### config.mk
export PLATFORM = sky130hd
export DESIGN_NAME = seq_alu
export DESIGN_NICKNAME = d
export VERILOG_FILES = /design/src/rtl/seq_alu.sv
export SDC_FILE = /design/constraint.sdc
export NUM_CORES = 1
export LEC_CHECK = 0
export ABC_AREA = 1
export CAP_MARGIN = 30
export CORE_UTILIZATION = 25
export CTS_BUF_LIST = sky130_fd_sc_hd__clkbuf_8
export DETAILED_ROUTE_END_ITERATION = 7
export SLEW_MARGIN = 10
export SYNTH_ARGS = -nofsm -noshare
export SYNTH_HDL_FRONTEND = slang
export SYNTH_SLANG_ARGS = --single-unit
### constraint.sdc
create_clock -name clk -period 5.9 [get_ports clk]
set_clock_uncertainty 0.1 [all_clocks]
set_input_delay 1.475 -clock clk [delete_from_list [all_inputs] [get_ports clk]]
set_output_delay 1.475 -clock clk [all_outputs]
set_load 0.05 [all_outputs]
### src/rtl/seq_alu.sv
// seq_alu: multi-cycle unsigned ALU with add, sub, shift-add mul and scaled restoring div
module seq_alu #(
   parameter int WIDTH      = 16,
   parameter int FRAC_SCALE = 10
) (
   input  logic               clk,
   input  logic               rst,
   input  logic [WIDTH-1:0]   num1,
   input  logic [WIDTH-1:0]   num2,
   input  logic [1:0]         op_code,
   input  logic               start,
   output logic               busy,
   output logic               done,
   output logic [2*WIDTH-1:0] result,
   output logic               is_division,
   output logic               div_by_zero,
   output logic               borrow
);
   localparam int W2 = 2 * WIDTH;
   localparam int CW = $clog2(W2) + 1;
   typedef enum logic [1:0] {IDLE, SCALE, ITER, FIN} state_t;
   state_t            state, state_nx;
   logic [WIDTH-1:0]  a, b, rem, r_nx;
   logic [1:0]        opr;
   logic [W2-1:0]     acc, mc;
   logic [CW-1:0]     cnt;
   logic [WIDTH:0]    r_sh;
   logic              ge;
   assign busy = (state != IDLE);
   // next-state: zero divisor skips straight to FIN, mul skips SCALE
   always_comb begin
      state_nx = state;
      case (state)
         IDLE:    state_nx = !start ? IDLE : op_code == 2'b10 ? ITER :
                             (op_code == 2'b11 && num2 != '0) ? SCALE : FIN;
         SCALE:   state_nx = ITER;
         ITER:    state_nx = cnt == '0 ? FIN : ITER;
         default: state_nx = IDLE;
      endcase
   end
   // one restoring-division step: remainder shifted with next dividend bit, trial subtract
   always_comb begin
      r_sh = {rem, acc[W2-1]};
      ge   = r_sh >= {1'b0, b};
      r_nx = ge ? r_sh[WIDTH-1:0] - b : r_sh[WIDTH-1:0];
   end
   // state register
   always_ff @(posedge clk) begin
      if (rst) state <= IDLE;
      else     state <= state_nx;
   end
   // datapath: operand latch, scaling, and per-cycle mul/div iteration
   always_ff @(posedge clk) begin
      if (rst) begin
         a   <= '0;
         b   <= '0;
         opr <= '0;
         acc <= '0;
         mc  <= '0;
         rem <= '0;
         cnt <= '0;
      end else begin
         case (state)
            IDLE: if (start) begin
               a   <= num1;
               b   <= num2;
               opr <= op_code;
               acc <= '0;
               mc  <= {{WIDTH{1'b0}}, num1};
               cnt <= CW'(WIDTH - 1);
            end
            SCALE: begin
               acc <= {{WIDTH{1'b0}}, a} * W2'(FRAC_SCALE);
               rem <= '0;
               cnt <= CW'(W2 - 1);
            end
            ITER: begin
               if (opr == 2'b10) begin
                  acc <= acc + (b[0] ? mc : '0);
                  mc  <= mc << 1;
                  b   <= b >> 1;
               end else begin
                  rem <= r_nx;
                  acc <= {acc[W2-2:0], ge};
               end
               cnt <= cnt - 1'b1;
            end
            default: ;
         endcase
      end
   end
   // completion: publish result and flags, pulse done
   always_ff @(posedge clk) begin
      if (rst) begin
         done        <= 1'b0;
         result      <= '0;
         is_division <= 1'b0;
         div_by_zero <= 1'b0;
         borrow      <= 1'b0;
      end else begin
         done <= (state == FIN);
         if (state == FIN) begin
            result      <= opr == 2'b00 ? {{WIDTH{1'b0}}, a} + {{WIDTH{1'b0}}, b} :
                           opr == 2'b01 ? {{WIDTH{1'b0}}, a - b} :
                           opr == 2'b10 ? acc : (b == '0 ? '1 : acc);
            is_division <= opr == 2'b11;
            div_by_zero <= opr == 2'b11 && b == '0;
            borrow      <= opr == 2'b01 && a < b;
         end
      end
   end
endmodule

=== Word-level counts from Yosys, hierarchy flattened ===
Index checks and enable logic that the tools add are counted.

* Input port bits: 37
* Register bits: 158
* Word-level logic and storage cells: 72
* Output and inout port bits: 37

* Muxes and demuxes: 24
* Multiply operators: 1
* $add $sub $neg: 5
* Equality and inequality tests: 11
* $lt $le $gt $ge: 2
* Reductions and logical operators: 16

{| class="wikitable"
|+ Operators with widths
! operator !! count
|-
| 32-bit 2-to-1 mux || 9
|-
| 32-bit one-hot mux with 3 select lines || 1
|-
| 16-bit 2-to-1 mux || 4
|-
| 16-bit one-hot mux with 2 select lines || 2
|-
| 32-bit one-hot mux with 2 select lines || 1
|-
| 32-bit adder || 1
|-
| 16-bit subtractor || 2
|-
| 16-bit by 3-bit multiplier with 19-bit output, second input constant || 1
|-
| 6-bit one-hot mux with 3 select lines || 1
|-
| 16-bit by 16-bit adder with 17-bit output || 1
|-
| 17-bit by 16-bit greater-or-equal comparator with 1-bit output || 1
|-
| 16-bit zero test || 1
|-
| 16-bit < comparator || 1
|-
| 16-bit nonzero test || 1
|-
| 2-bit equality test, second input constant || 6
|-
| 6-bit zero test || 1
|-
| 2-bit 2-to-1 mux || 3
|-
| 6-bit 2-to-1 mux || 1
|-
| 2-bit inequality test, second input constant || 3
|-
| 2-bit one-hot mux with 3 select lines || 1
|-
| 2-bit AND reduction || 3
|-
| 2-bit nonzero test || 3
|-
| 6-bit by 1-bit subtractor with 6-bit output, second input constant || 1
|-
| 2-bit by 1-bit equality test with 1-bit output, second input constant || 2
|-
| other kinds (5) || 8
|}

=== Logic depth before layout (Yosys ltp) ===
Gate-level depths: netlist of the first run.

* Depth after elaboration: 6
* Mapped depth: 20
* Gate-level depth less buffers: 18

=== Worst setup path after synthesis of the first run ===
OpenSTA, ideal clock, no wires.

* Path kind: input port to flip-flop
* From: input start
* To: register acc[26]
* Data arrival time: 2.446 ns
* Setup time: 0.132 ns
* Stages: 11
* Buffers on the path: 2
* Path slack: 3.222 ns
* Data required time: 5.668 ns
* Cells stage by stage: or2_1 > buf_2 > nand2_1 > inv_2 > nand2_2 > nor2_2 > inv_2 > buf_4 > nor2_1 > o21ai_1 > a21oi_1

* Word-level cells in the longest chain between the ends: 2

{| class="wikitable"
|+ Ends and longest elaborated chain
! what !! line !! source
|-
| from (decl) || 11 || <nowiki>input logic start,</nowiki>
|-
| 2-bit inequality test (no line) || n/a ||
|-
| 2-bit AND reduction (no line) || n/a ||
|-
| to (signal assigned) || 73 || <nowiki>acc <= {{WIDTH{1'b0}}, a} * W2'(FRAC_SCALE);</nowiki>
|-
| to (signal assigned) || 79 || <nowiki>acc <= acc + (b[0] ? mc : '0);</nowiki>
|-
| to (signal assigned) || 84 || <nowiki>acc <= {acc[W2-2:0], ge};</nowiki>
|-
| to (decl) || 25 || <nowiki>logic [W2-1:0] acc, mc;</nowiki>
|}

Every way passes these cells.
A chain may end at the register's enable or synchronous reset.

=== Worst setup path in the final report of the first run ===
* From: input start
* To: register b[14]

* Word-level cells in the longest chain between the ends: 2

{| class="wikitable"
|+ Ends and longest elaborated chain
! what !! line !! source
|-
| 2-bit inequality test (no line) || n/a ||
|-
| 3-bit AND reduction (no line) || n/a ||
|-
| to (signal assigned) || 66 || <nowiki>b <= num2;</nowiki>
|-
| to (signal assigned) || 81 || <nowiki>b <= b >> 1;</nowiki>
|-
| to (decl) || 23 || <nowiki>logic [WIDTH-1:0] a, b, rem, r_nx;</nowiki>
|}

Every way passes these cells.

==> summary.md, run 1 <==
| Metric | Value |
|---|---|
| Status | finished, final reports clean |
| Hold Startpoint | result[15] |
| Max Root-Sink Buffers | 2 |
| # rows | 83 |
| Avg Synthesized Cell Area | 6.167 sq um |
| Normalized max-slew margin | 40.33% |
| CORE AREA | 51300 sq um |
| Ports | 74 |
| DR iter-0 viols | 979 |
| Sequential fraction of the synthesis area | 24.33% |
| Final HPWL DP | 35.39 mm |
| DR vias | 13640 |
| Wirelength per Cell | 15.95 microns |
| Critical Path AT | 4.07 ns |
| Clk sinks | approximately 160 |
| DRT antenna net count | 0 |
| Design area | 14710 sq um |
| Worst skew pair latency | 0.52 ns |
| RSZ-0062 raised after global routing | no |
| Netlist cell types | 52 |
| CP Class | in -> reg |
| Post-synth top area cell | dfxtp_1 |
| Pwr/cell area | roughly 380 nW/um^2 |
| H-tree Lvls | 4 |
| FMAX | 0.2684 GHz |
| Startpoint Class | input port |
| DIE WIDTH | 230.0 microns |
| Setup bufs post-CTS | 0 |
| Hold Crit Class | reg -> reg |
| Crit Reg-Reg Endpoint | acc[22] |
| Top post-synthesis cells by area | dfxtp_1 (24%), nand2_1 (18%), ha_1 (11%) |
| Full die area | roughly 53000 sq um |
| Clock-pin slew of the registers on the worst-case setup and hold paths | 0.09 ns |
| # fillers | 5829 |
| Leakage | around 0.007 uW |
| Asr flop ratio synth | 0% |
| Tightest Pin Transition | 0.8918 ns |
| CTS Hold Bufs | 0 |
| Synth Flop Type | dfxtp_1 |
| Share of post-route cells with drive strength above 1 | 5.535% |
| Pwr Total | ~5500 uW |
| Synthesized net count | 2262 |
| Area share of the largest cell type after synthesis | 24.33% |
| Avg Vias per Cell | 4.817 |
| GRT overflow | 0 |
| CTS tree | yes |
| Setup TNS | 0 ns |
| Critical Path RT | 6.24 ns |
| Routed wire length | 45.16 mm |
| Final Non-Filler Cells | 2831 |
| Reg-to-Reg Start | b[0] |
| Number of clock buffers inserted by TritonCTS | 17 |
| Hold Path Depth | 2 |
| Resized Gates After CTS | 0 |
| Routability cong. | 0.9489 |
| Drt drc | 0 |
| Port Buffers | 73 |
| Fin crit period | 3.726 ns |
| R2R setup slack | 2.49 ns |
| Overall Global Routing Usage | ~17% |
| Post-synth EDFFs | 0 |
| Yosys warns | 0 |
| Largest net degree at the start of global routing | 50 |
| Max Slew Vio Count | 0 |
| Tcrit/Tclk final | 63.15% |
| Hold worst-path end | result[15] |
| Fin. Hold Viols | 0 |
| Nets | 2291 |
| Critical Path Source | start |
| CTS root buf | clkbuf_8 |
| Reg2reg path depth | 15 |
| Drt pass-1 iters | 5 |
| Peak VDD IR | ~0.55 mV |
| Post-Syn Area | 13000 sq um |
| Cells after Synth | 2108 |
| Area delta synth->final | 13.13% |
| Top fanout value on the critical path | 36 |
| Flip-flop and latch count after synthesis | between 150 and 200 |
| CP Capture Type | register |
| Placed Cells | 2796 |
| Starting Density | 25.34% |
| First-pass GRT wire length | 70.68 mm |
| Max-cap violations | 0 |
| Die Y | 230.0 microns |
| Initial antenna violation count | 0 |
| Vias in the first global route | 12660 |
| Endpoints failing setup | 0 |
| Placed Area | 14320 sq um |
## worst max-delay path by stage
stage	slack (ns)	cells after the start	end
2_1_floorplan	3.22	11	acc[26]
3_3_place_gp	1.67	8	b[13]
3_5_place_dp	1.67	8	b[14]
4_1_cts	2.21	4	busy
5_1_grt	1.90	8	b[9]
6_report	2.17	8	b[14]
## registers in the layout (all words and copies together), names as in the netlist, 2 cells and up
| register | flops |
|---|---|
| opr | 2 |
| rem | 16 |
| mc | 32 |
| state | 2 |
| a | 16 |
| cnt | 6 |
| acc | 32 |
| result | 32 |
| b | 16 |
## logic make-up (layout without fill, tap and decap cells)
logic type / after synthesis / after routing / synth area share [%]
DFF: 158 / 158 / 24.33
AOI/OAI and AO/OA: 433 / 433 / 18.47
adders and majority gates: 117 / 117 / 11.55
xor gates and xnor gates: 14 / 14 / 0.9432
other: 0 / 1 / 0
buffers and inverters: 326 / 368 / 9.942
and+or+nand+nor: 1060 / 1060 / 34.76
## cell usage after synthesis, drive strengths merged, types with 2 or more instances
| cell type | count |
|---|---|
| nand2 | 615 |
| nor3 | 12 |
| o221ai | 2 |
| a211oi | 2 |
| nor2 | 211 |
| dfxtp | 158 |
| or2 | 6 |
| nand4 | 15 |
| nand3 | 181 |
| a31oi | 25 |
| a21o | 13 |
| a21oi | 213 |
| clkbuf | 39 |
| xnor2 | 7 |
| o31ai | 2 |
| o21ai | 149 |
| clkinv | 3 |
| nand3b | 13 |
| buf | 38 |
| inv | 246 |
| ha | 112 |
| o22ai | 2 |
| nor4 | 7 |
| o21a | 4 |
| fa | 5 |
| o211ai | 4 |
| o21bai | 7 |
| xor2 | 7 |
| a221oi | 4 |
| a22oi | 2 |
## layer usage
metal  part of all wire [%]  global-route usage [%]
met1                     48                   23.48
met2                     43                   26.55
met3                    5.0                   2.133
met4                    3.2                   6.892
met5                      0                       0
## critical path, cell delays in order
cell and delay (ns):
clkdlybuf4s50_1 0.43, nand2_2 0.35, clkinv_1 0.59, a21oi_1 0.41
nor2_4 0.05, inv_2 0.44, o21ai_0 0.15, a21oi_1 0.17
## through the flow
step	hold WS (ns)	setup slack (ns)	util, %
2_1_floorplan	0.3403	3.222	-
3_3_place_gp	0.3363	1.669	27.88
3_5_place_dp	0.3429	1.665	27.92
4_1_cts	0.3602	2.208	28.61
5_1_grt	0.3847	1.902	28.66
6_report	0.3566	2.174	28.67
## cells in the final DEF, fill, tap and decap left out, types with 3 or more instances in the layout
cell | Yosys | layout
a21o_1 | 13 | 13
a21oi_1 | 199 | 199
a21oi_2 | 13 | 13
a221oi_1 | 4 | 4
a31oi_1 | 25 | 25
buf_4 | 2 | 12
clkbuf_8 | 0 | 18
clkdlybuf4s50_1 | 0 | 72
clkinv_2 | 0 | 4
clkinv_4 | 0 | 3
dfxtp_1 | 158 | 158
fa_1 | 5 | 5
ha_1 | 112 | 112
inv_1 | 233 | 233
inv_2 | 13 | 14
inv_6 | 0 | 4
nand2_1 | 608 | 608
nand2_2 | 5 | 5
nand3_1 | 160 | 160
nand3_2 | 21 | 21
nand3b_1 | 13 | 13
nand4_1 | 15 | 15
nor2_1 | 206 | 206
nor2_4 | 3 | 3
nor3_1 | 11 | 11
nor4_1 | 6 | 6
o211ai_1 | 4 | 4
o21a_1 | 4 | 4
o21ai_0 | 139 | 139
o21ai_1 | 7 | 7
o21ai_2 | 3 | 3
o21bai_1 | 7 | 7
or2_2 | 5 | 5
xnor2_1 | 7 | 7
xor2_1 | 7 | 7
## final cells by class
type,instances,area [sq um],share of cell area [%]
Antenna cell,1,2.502,0.01702
Clock buffer,18,247.7,1.685
Clock inverter,14,107.6,0.7317
Inverter,249,934.6,6.355
Multi-Input combinational cell,1624,8544,58.10
Sequential cell,158,3163,21.51
Tap cell,680,850.8,5.785
Timing Repair Buffer,87,855.8,5.819
## report_power, final
group          internal (uW)  total, uW  leakage (uW)  switching, uW
clock                    308        796      0.000182            488
combinational           1140       3360       0.00533           2220
sequential              1220       1380       0.00129            163
Note: power is estimated with default switching activity, not from simulation.
==> run 2, diff against run 1 <==
- clock period: 5.9 -> 3.9 ns (I/O delays scaled with it)
==> summary.md, run 2 (same netlist as run 1, synthesis figures left out) <==
| Metric | Value |
|---|---|
| Status | finished, final reports clean |
| Worst hold slack | 0.3564 ns |
| Pwr Total | ~8500 uW |
| Setup bufs post-CTS | 0 |
| Peak VDD IR | ~0.80 mV |
| Pwr/cell area | 572.4 nW/um^2 |
| Critical Path AT | between 3 and 4 ns |
| Normalized max-slew margin | 42.82% |
| WL met2 | 19.36 mm |
| Largest registers | acc (32), mc (32), result (32) |
| Critical path's slowest cell | dfxtp_1 |
| CP Class | reg -> reg |
| CP Capture Type | register |
| Drt pass-1 iters | 6 |
| CTS root buf | clkbuf_8 |
| DIE WIDTH | 230.0 microns |
| Area delta synth->final | 13.65% |
| H-tree Lvls | 4 |
| First-pass GRT wire length | a little over 70 mm |
| Share of post-route cells with drive strength above 1 | 5.795% |
| Critical Path Source | b[0] |
| Max Slew Vio Count | 0 |
| Initial antenna violation count | 0 |
| Reg-to-Reg Start | b[0] |
| Sequential standard cell area | 3163 sq um |
| CTS tree | yes |
| Max incr delay on CP | 0.85 ns |
| Routability cong. | 0.9719 |
| # fillers | 5800 |
| Commonest non-fill, non-tap cell in the layout | nand2_1 |
| Max-cap violations | 0 |
| Endpoints failing setup | 0 |
| Uppermost layer routed | met4 |
| Metal3 WL | 2.220 mm |
| Hold Crit Class | reg -> reg |
| Clk sinks | 158 |
| Most common cell on crit path | nand2_1 |
| Fin crit period | 3.320 ns |
| Startpoint Class | register |
| Tcrit/Tclk final | 85.14% |
| GRT overflow | 0 |
| Routed wire length | about 44 mm |
| Setup TNS | 0 ns |
| Number of clock buffers inserted by TritonCTS | 17 |
| # rows | a little over 80 |
| Top fanout value on the critical path | 15 |
| Nets | 2298 |
| Critical Path RT | 4.16 ns |
| Overall Global Routing Usage | 17.03% |
| RSZ-0062 raised after global routing | no |
| Clock-pin slew of the registers on the worst-case setup and hold paths | about 0.11 ns |
| DR vias | 13620 |
| Starting Density | between 20% and 30% |
| Area of the multi-input gates | 8544 sq um |
| Largest net degree at the start of global routing | 58 |
| Final Non-Filler Cells | 2838 |
| DRT antenna net count | 0 |
| Wirelength per Cell | 15.65 microns |
| CTS Hold Bufs | 0 |
| Hold Startpoint | result[9] |
| Leakage | 0.006846 uW |
| Final HPWL DP | 35.00 mm |
| Port Buffers | between 70 and 80 |
| Resized Gates After CTS | 0 |
| DR iter-0 viols | 1087 |
| Full die area | 52920 sq um |
| Fin. Hold Viols | 0 |
| CORE AREA | 51300 sq um |
| Worst skew pair latency | 0.52 ns |
| Die Y | about 230 microns |
| Placed Area | 14390 sq um |
| Tightest Pin Transition | 0.8577 ns |
| Met1 WL | 21.50 mm |
| Design area | 14770 sq um |
| Drt drc | 0 |
| Max Root-Sink Buffers | 2 |
| Avg Vias per Cell | 4.798 |
| Crit-path cells | nand2_1, inv_1, ha_1, inv_1, fa_1, inv_1, nand3_1, nand3_1, nand2_1, nand2_1, nand3_1, nand2_1, nand2_1, nand3_1, nand3_1, nand2_1, a21oi_1 |
| Ports | 74 |
| Most frequent cells in the layout | nand2_1 (608), inv_1 (234), nor2_1 (206) |
| FMAX | 0.3012 GHz |
| Placed Cells | between 2000 and 3000 |
| Vias in the first global route | 12880 |
run 2: cell types whose count changed in the layout (fill, tap and decap cells not counted), moves of 2 or more:
| cell | before | now |
|---|---|---|
| buf_4 | 12 | 20 |
| clkinv_2 | 4 | 2 |
| clkinv_4 | 3 | 0 |
| inv_6 | 4 | 6 |
| inv_8 | 1 | 4 |
run 2: cell type report:
| type | count | share of cell area [%] |
|---|---|---|
| Tap cell | 680 | 5.759 |
| Clock buffer | 17 | 1.584 |
| Multi-Input combinational cell | 1624 | 57.83 |
| Antenna cell | 1 | 0.01694 |
| Timing Repair Buffer | 94 | 6.064 |
| Inverter | 249 | 6.326 |
| Sequential cell | 158 | 21.41 |
| Clock inverter | 15 | 1.008 |
run 2: path summary, 6_finish.rpt:
kind | endpoint | slack, ns | cells past startpoint
hold / removal | result[9] | 0.36 | 2
setup / recovery | acc[22] | 0.58 | 17
hold reg to reg | result[9] | 0.36 | 2
setup reg to reg | acc[22] | 0.58 | 17
run 2: layer usage:
layer,track usage [%],vias up
met4,6.312,0
met5,0,-
met3,2.381,67
met1,23.52,6194
li1,-,6991
met2,26.72,365
run 2: stage by stage:
step	util, %	worst slack [ns]
2_1_floorplan	-	1.232
3_3_place_gp	28.05	0.5254
3_5_place_dp	28.05	0.4904
4_1_cts	28.79	0.5822
5_1_grt	28.79	0.3003
6_report	28.80	0.5797
run 2: critical path: cells and delay by family, from the launching register on:
family / cells / cell delay [ns]
AO/OA/AOI/OAI: 1 / 0.05
adder cells (fa/ha/maj): 2 / 0.62
buffers and inverters: 3 / 0.30
flip-flops: 1 / 0.85
AND/OR/NAND/NOR: 11 / 1.25
run 2: where the power goes:
part / switching (uW) / total [uW] / internal (uW)
clock network: 745 / 1270 / 527
logic: 3350 / 5100 / 1760
registers: 241 / 2080 / 1840
total: 4340 / 8460 / 4120
